`src/rtl/mem_access.sv`:
```
// MEM-stage byte-serial load/store engine over a synchronous byte RAM port.
// Define MEM_ALIGN_CHECK_EN to reject misaligned halfword/word accesses.
module mem_access #(
  parameter int          ADDR_W   = 32,
  parameter logic [6:0]  OP_LOAD  = 7'b0000011,
  parameter logic [6:0]  OP_STORE = 7'b0100011
) (
  input  logic              clk,
  input  logic              rst,
  input  logic [6:0]        mem_aluop,
  input  logic [2:0]        mem_alufunct3,
  input  logic              mem_me,
  input  logic [ADDR_W-1:0] mem_maddr,
  input  logic              mem_wreg,
  input  logic [4:0]        mem_wd,
  input  logic [31:0]       mem_wdata,
  output logic              wb_wreg,
  output logic [4:0]        wb_wd,
  output logic [31:0]       wb_wdata,
  output logic              stall_req,
  output logic [ADDR_W-1:0] ram_addr,
  output logic              ram_wr,
  output logic [7:0]        ram_dout,
  input  logic [7:0]        ram_din,
  output logic              misalign
);

  typedef enum logic [1:0] {IDLE, BUSY, TAIL, DONE} state_t;

  state_t      state, state_nxt;
  logic [1:0]  cnt;
  logic [1:0]  cnt_m1;
  logic [1:0]  last_cnt;
  logic [31:0] ld_buf;
  logic [31:0] ld_ext;
  logic [2:0]  nbytes;
  logic        is_load, is_store, misaligned, start;

  always_comb begin
    is_load  = mem_me && (mem_aluop == OP_LOAD);
    is_store = mem_me && (mem_aluop == OP_STORE);
    nbytes   = '0;
    case (mem_alufunct3)
      3'b000:  nbytes = 3'd1;
      3'b001:  nbytes = 3'd2;
      3'b010:  nbytes = 3'd4;
      3'b100:  nbytes = is_load ? 3'd1 : 3'd0;
      3'b101:  nbytes = is_load ? 3'd2 : 3'd0;
      default: nbytes = '0;
    endcase
    last_cnt = 2'(nbytes - 3'd1);
    cnt_m1   = cnt - 2'd1;
`ifdef MEM_ALIGN_CHECK_EN
    misaligned = ((nbytes == 3'd2) && mem_maddr[0]) ||
                 ((nbytes == 3'd4) && (mem_maddr[1:0] != 2'b00));
`else
    misaligned = 1'b0;
`endif
    start = (is_load || is_store) && (nbytes != 3'd0) && !misaligned;
  end

  always_comb begin
    case (mem_alufunct3)
      3'b000:  ld_ext = {{24{ld_buf[7]}}, ld_buf[7:0]};
      3'b001:  ld_ext = {{16{ld_buf[15]}}, ld_buf[15:0]};
      3'b100:  ld_ext = {24'b0, ld_buf[7:0]};
      3'b101:  ld_ext = {16'b0, ld_buf[15:0]};
      default: ld_ext = ld_buf;
    endcase
  end

  always_ff @(posedge clk or negedge rst) begin
    if (!rst) begin
      state  <= IDLE;
      cnt    <= '0;
      ld_buf <= '0;
    end else begin
      state <= state_nxt;
      case (state)
        IDLE: if (start) begin
          cnt    <= '0;
          ld_buf <= '0;
        end
        // RAM data lags its address by one cycle, so byte cnt-1 arrives now
        BUSY: begin
          cnt <= cnt + 2'd1;
          if (is_load && (cnt != 2'd0))
            ld_buf[{cnt_m1, 3'b000} +: 8] <= ram_din;
        end
        TAIL: ld_buf[{last_cnt, 3'b000} +: 8] <= ram_din;
        default: ;
      endcase
    end
  end

  always_comb begin
    state_nxt = state;
    stall_req = 1'b0;
    ram_wr    = 1'b0;
    ram_addr  = '0;
    ram_dout  = '0;
    wb_wreg   = 1'b0;
    wb_wd     = '0;
    wb_wdata  = '0;
    misalign  = 1'b0;
    case (state)
      IDLE: begin
        if (is_load || is_store) begin
          wb_wd = mem_wd;
          if (start) begin
            stall_req = 1'b1;
            state_nxt = BUSY;
          end else begin
            misalign = misaligned;
          end
        end else begin
          wb_wreg  = mem_wreg;
          wb_wd    = mem_wd;
          wb_wdata = mem_wdata;
        end
      end
      BUSY: begin
        stall_req = 1'b1;
        ram_addr  = mem_maddr + ADDR_W'(cnt);
        if (is_store) begin
          ram_wr   = 1'b1;
          ram_dout = mem_wdata[{cnt, 3'b000} +: 8];
        end
        if (cnt == last_cnt)
          state_nxt = is_load ? TAIL : DONE;
      end
      TAIL: begin
        stall_req = 1'b1;
        state_nxt = DONE;
      end
      DONE: begin
        wb_wd = mem_wd;
        if (is_load) begin
          wb_wreg  = mem_wreg;
          wb_wdata = ld_ext;
        end
        state_nxt = IDLE;
      end
      default: state_nxt = IDLE;
    endcase
    // outputs read zero for the whole time reset is held, not just from the next edge
    if (!rst) begin
      stall_req = 1'b0;
      ram_wr    = 1'b0;
      ram_addr  = '0;
      ram_dout  = '0;
      wb_wreg   = 1'b0;
      wb_wd     = '0;
      wb_wdata  = '0;
      misalign  = 1'b0;
    end
  end

endmodule

```
`config.mk`:
```
export PLATFORM = sky130hd
export DESIGN_NAME = mem_access
export DESIGN_NICKNAME = d
export VERILOG_FILES = /design/src/rtl/mem_access.sv
export SDC_FILE = /design/constraint.sdc
export NUM_CORES = 1
export LEC_CHECK = 0
export ABC_CLOCK_PERIOD_IN_PS = 3000
export CAP_MARGIN = 20
export CORE_ASPECT_RATIO = 1.5
export CORE_MARGIN = 4
export CORE_UTILIZATION = 30
export CTS_CLUSTER_DIAMETER = 150
export DETAILED_ROUTE_END_ITERATION = 10
export DONT_BUFFER_PORTS = 1
export GPL_ROUTABILITY_DRIVEN = 0
export SYNTH_ARGS = -nofsm -noshare
export SYNTH_HDL_FRONTEND = slang
export SYNTH_SLANG_ARGS = --single-unit
```
`constraint.sdc`:
```
create_clock -name clk -period 3 [get_ports clk]
set_input_delay 0 -clock clk [delete_from_list [all_inputs] [get_ports clk]]
set_output_delay 0 -clock clk [all_outputs]
set_load 0.02 [all_outputs]
```
After elaboration in Yosys (flattened, before gate mapping)
Index checks and enable logic that the tools add are counted.

Add/sub/neg operators: 6. Multiply operators: 0. Divide/modulo/power cells: 0. Magnitude comparators: 0. Equal/unequal tests: 14. Shifts and indexed selects: 5. Multiplexer cells: 38. Bitwise operators: 0. Reduce and logical (&&, ||, !) cells: 16.

Operators by type and width (number): $mux 32 (7); $pmux 32 s4 (1); $pmux 32 s3 (1); $bwmux 32 (2); $pmux 32 s2 (1); $shift 8x7->32 const A (2); $shiftx 8x7->32 (2); $add 32x2->32 (1); $shiftx 32x6->8 (1); $mux 8 (3); $pmux 3 s5 (1); $neg 5->7 (2); $mux 1 (11); $mux 2 (5); $mux 5 (2); $ne 2x2->1 const B (4); $pmux 2 s4 (1); $eq 7x2->1 const B (1); $eq 7x6->1 const B (1); $eq 3x3->1 const B (2); $reduce_and 3->1 (2); $reduce_bool 3->1 (2); $eq 2x2->1 const B (2); $logic_and 1x1->1 (4); 14 further kinds (18).

Flip-flop bits (word level): 36. Latch bits: 0. Bits in writable memories: 0. Memory bits (read-only): 0. Input port bits: 91. Output and inout bits: 81. Memories: 0.

Depth between registers and ports, before layout
Depth after elaboration: 10. Mapped depth: 10.

Worst setup path after synthesis
No wires, ideal clock.

Path kind: input -> register. From: input port mem_aluop[5]. To: register state[1]. Setup time: 0.125 ns. Arrival time: 2.226 ns. Required time: 2.875 ns. Setup slack: 0.649 ns. Stages: 8. Buffers on the path: 0. Cells stage by stage: or4b_1 o21ai_0 nand2_1 ha_1 xor2_1 o21ai_0 o31ai_1 mux2_2.

Longest elaborated chain between the ends: 8. Elaborated cells on any way between the ends: 16. Those cells by class: add/sub: 1; eq/ne: 6; mux: 3; reduce/logical: 6.

Ends and longest elaborated chain: start, declared (RTL line 10) `input logic [6:0] mem_aluop,`; $eq 7x2->1 (RTL line 40) `is_load = mem_me && (mem_aluop == OP_LOAD);`; $logic_and 1x1->1 (RTL line 40); $mux 1 / $mux 2 (equally long branches) (RTL line 47, 48); $pmux 3 s5 (RTL line 43) `case (mem_alufunct3)`; $sub 2x1->2 / $reduce_bool 3->1 (equally long branches) (RTL line 51, 59); $eq 2x2->1 / $logic_and 1x1->1 (equally long branches) (RTL line 129, 59); $ne 2x2->1 (no source line); $reduce_and 3->1 (no source line) *; end signal, assigned (RTL line 78) `state <= state_nxt;`; end, declared (RTL line 30) `state_t state, state_nxt;`.

Every way passes the cells marked *; elsewhere a longest branch is shown, timed or not. A chain may end at the register's enable or synchronous reset.

Worst setup path after layout
From: register state[0]. To: output port wb_wdata[17].

Longest elaborated chain between the ends: 3. Elaborated cells on any way between the ends: 4. Those cells by class: eq/ne: 1; mux: 2; reduce/logical: 1.

Ends and longest elaborated chain: $eq 2x2->1 / $logic_not 2->1 (equally long branches) (RTL line 106) `case (state)`; $pmux 32 s2 * (RTL line 106); $mux 32 * (RTL line 147) `if (!rst) begin`; end, declared (RTL line 19) `output logic [31:0] wb_wdata,`.

Marks and branches as above.

==> run metrics <==
Slew headroom=just over 40%; gr usage total=18.0%; area of the die=about 14,000 sq um; boundary pin count=~170; Post-synth EDFFs=0; antenna fix cells=0; Mean Syn Cell Area=8.06 sq um; Die W=97.2 microns; Startpoint Class=flip-flop; final wirelength=12,900 microns; CP arrival=2.75 ns; R2R depth=7; fmax=0.363 GHz; Yosys cell types=58; worst hold slack=0.00275 ns; min Tclk post-route=2.75 ns; post-route cell area=a little under 4000 sq um; Crit-path slowest cell=a2111oi_4; initial core utilization=30.9%; first-pass GRT wire length=about 20,000 microns; vias per inst=between 5 and 6; post-synthesis instance total=444; TritonCTS Buffers=5; Worst-path clk slew=roughly 0.06 ns; largest net degree at the start of global routing=37; RSZ-0062 raised after global routing=no; post-route ant nets=0; setup bufs post-CTS=0; share of the synthesized area in the top cell type=25.2%; leakage=about 1.5 nW; YS warnings=0; Placed Instance Area=3770 sq um; hold depth=2; root buf cell=clkbuf_16; Port Buffers=0; die height=roughly 140 microns; CTS tree=done; CTS Sinks=36; WL per Instance=21.7 microns; Max clock buf depth=2; GR Overflow Total=0; P per Cell Area=716 nW/um^2; total negative slack=0 ns; area leader, netlist=dfrtp_1; Worst path max stage delay=0.53 ns; Req. time, crit path=3.00 ns; fin. max-slew vios=0; fraction of layout cells with a size suffix above 1=9.87%; std cell rows=48; Post-Syn Area=about 3600 sq um; fin crit share=91.8%; max_cap viols=0; register area share after synthesis=25.2%; Seq cells post-synth=36; area of the core=11,600 sq um; Peak VDD IR=0.294 mV; CP Depth=6; DP HPWL=roughly 10,000 microns; final net count=~550; Util after Layout=between 30% and 40%; worst path bufs/invs=0; Final Hold Vio Count=0; Hold Path Class=primary input to flip-flop; Final setup viols=0; Slew @ Worst Pin=0.881 ns; asr flop ratio synth=100%; area added between synthesis and finish=10.7%; crit end category=output pin; drt drc=0; Synth area leaders=dfrtp_1 25%, o2bb2ai_1 7.8%, ha_1 5.9%; Setup CP Type=flip-flop to output pin; DR iter-0 viols=210; Crit Path Max Fanout=16; clock latency on the worst-skew pair=0.28 ns; Critical Path, Cell by Cell=ha_1 > nand2b_1 > a2111oi_4 > a21boi_4 > o21ai_0 > a21oi_1; Synth Flop Type=dfrtp_1; Final Instance Count excl. Fillers=596; Fill cells=1,216; outcome=complete, no violations; Placed Cells=585; CP delay by family, top=compound AO/OA/AOI/OAI gates; Synthesized Nets=553; vias in the first global route=3,718; initial antenna violation count=0; H-tree depth=2; DR vias=3,541; clock skew=0.00521 ns; DR pass1 iterations=5
-- sequential cells by signal (all words and copies together) (netlist names) --
register / cells
cnt: 2
ld_buf: 32
state: 2
-- final timing paths --
path,from,to,slack [ns]
setup / recovery,state[0]$_DFFE_PN0P_,wb_wdata[17],0.25
min in group asynchronous,rst,ld_buf[12]$_DFFE_PN0P_,0.16
hold reg to reg,ld_buf[17]$_DFFE_PN0P_,ld_buf[17]$_DFFE_PN0P_,0.49
setup reg to reg,cnt[0]$_DFFE_PN0P_,ld_buf[16]$_DFFE_PN0P_,0.77
hold / removal,ram_din[7],ld_buf[15]$_DFFE_PN0P_,0.003
max in group asynchronous,rst,ld_buf[3]$_DFFE_PN0P_,2.64
-- synthesized netlist by cell type, types with 2 or more instances --
cell	n
mux4_2	8
a21oi_1	29
and4b_1	2
nand3_1	6
o21ai_2	3
nand2b_1	7
o21ai_1	10
and3_1	8
buf_2	2
o2bb2ai_1	32
o31ai_1	2
nand2_1	56
and2_1	8
dfrtp_1	36
xnor2_1	19
nand4_1	13
clkbuf_1	19
o21ai_0	21
or3_1	2
nor2_1	44
nor3_1	7
a22oi_1	9
o22ai_1	4
buf_4	3
xor2_1	9
inv_1	16
ha_1	17
nor3b_1	2
and4_1	4
nor4_1	8
nor2b_1	11
-- cell type report --
cell class / count / area [sq um] / area share [%]
Multi-Input combinational cell: 367 / 2500 / 63.3
Timing Repair Buffer: 19 / 160 / 4.04
Inverter: 16 / 60.1 / 1.52
Sequential cell: 36 / 901 / 22.7
Clock buffer: 8 / 146 / 3.70
Tap cell: 150 / 188 / 4.74
-- cells in the final DEF (no fill, tap or decap), types with 2 or more instances in the layout --
cell           synthesis  layout
a21oi_1               29      28
a22oi_1                9       9
and2_1                 8       8
and3_1                 8       8
and4_1                 4       4
and4b_1                2       2
buf_4                  3      16
clkbuf_1              19       2
clkbuf_16              0       5
dfrtp_1               36      36
dlygate4sd3_1          0       2
ha_1                  17      17
inv_1                 16      16
mux4_2                 8       8
nand2_1               56      56
nand2b_1               7       7
nand3_1                6       6
nand4_1               13      13
nor2_1                44      44
nor2b_1               11      11
nor3_1                 7       7
nor3b_1                2       2
nor4_1                 8       8
o21ai_0               21      21
o21ai_1               10      10
o21ai_2                3       3
o22ai_1                4       4
o2bb2ai_1             32      32
o31ai_1                2       2
or3_1                  2       2
xnor2_1               19      19
xor2_1                 9       9
-- kinds of logic (layout without fill, tap and decap cells) --
kind of cell             after synthesis  count (layout)  share of synthesized area, %
XOR/XNOR                              28              28                          6.86
other                                  1               1                         0.105
buffers and inverters                 41              43                          4.90
flip-flops                            36              36                          25.2
multiplexers                          10              10                          5.63
AND/OR/NAND/NOR                      186             186                          26.4
adder cells (fa/ha/maj)               18              18                          6.51
AO/OA/AOI/OAI                        124             124                          24.4
-- report_power, final --
part	leakage, nW	internal, W	switching [W]
clock	0.0712	0.000332	0.000199
combinational	0.888	0.000502	0.00119
sequential	0.496	0.000560	0.0000568
-- metal layers --
metal	vias to the layer above	global-route usage, %	routed length [microns]
met5	-	0	0
met2	220	33.7	6640
met1	1685	19.5	4610
met3	23	5.16	1370
met4	0	5.70	289
li1	1613	-	-
-- repair_timing --
item                      in CTS  in global routing
resized for setup              0                  0
hold endpoints to repair      40                  0
hold buffers                   3                  0
-- through the flow --
stage | setup WS, ns | total power, W
global route | 0.0948 | 0.00303
detailed placement | 0.277 | 0.00228
CTS | 0.243 | 0.00284
finish | 0.247 | 0.00284
global placement | 0.325 | 0.00226
floorplan | 0.649 | 0.00189
(Power assumes the default switching activity.)
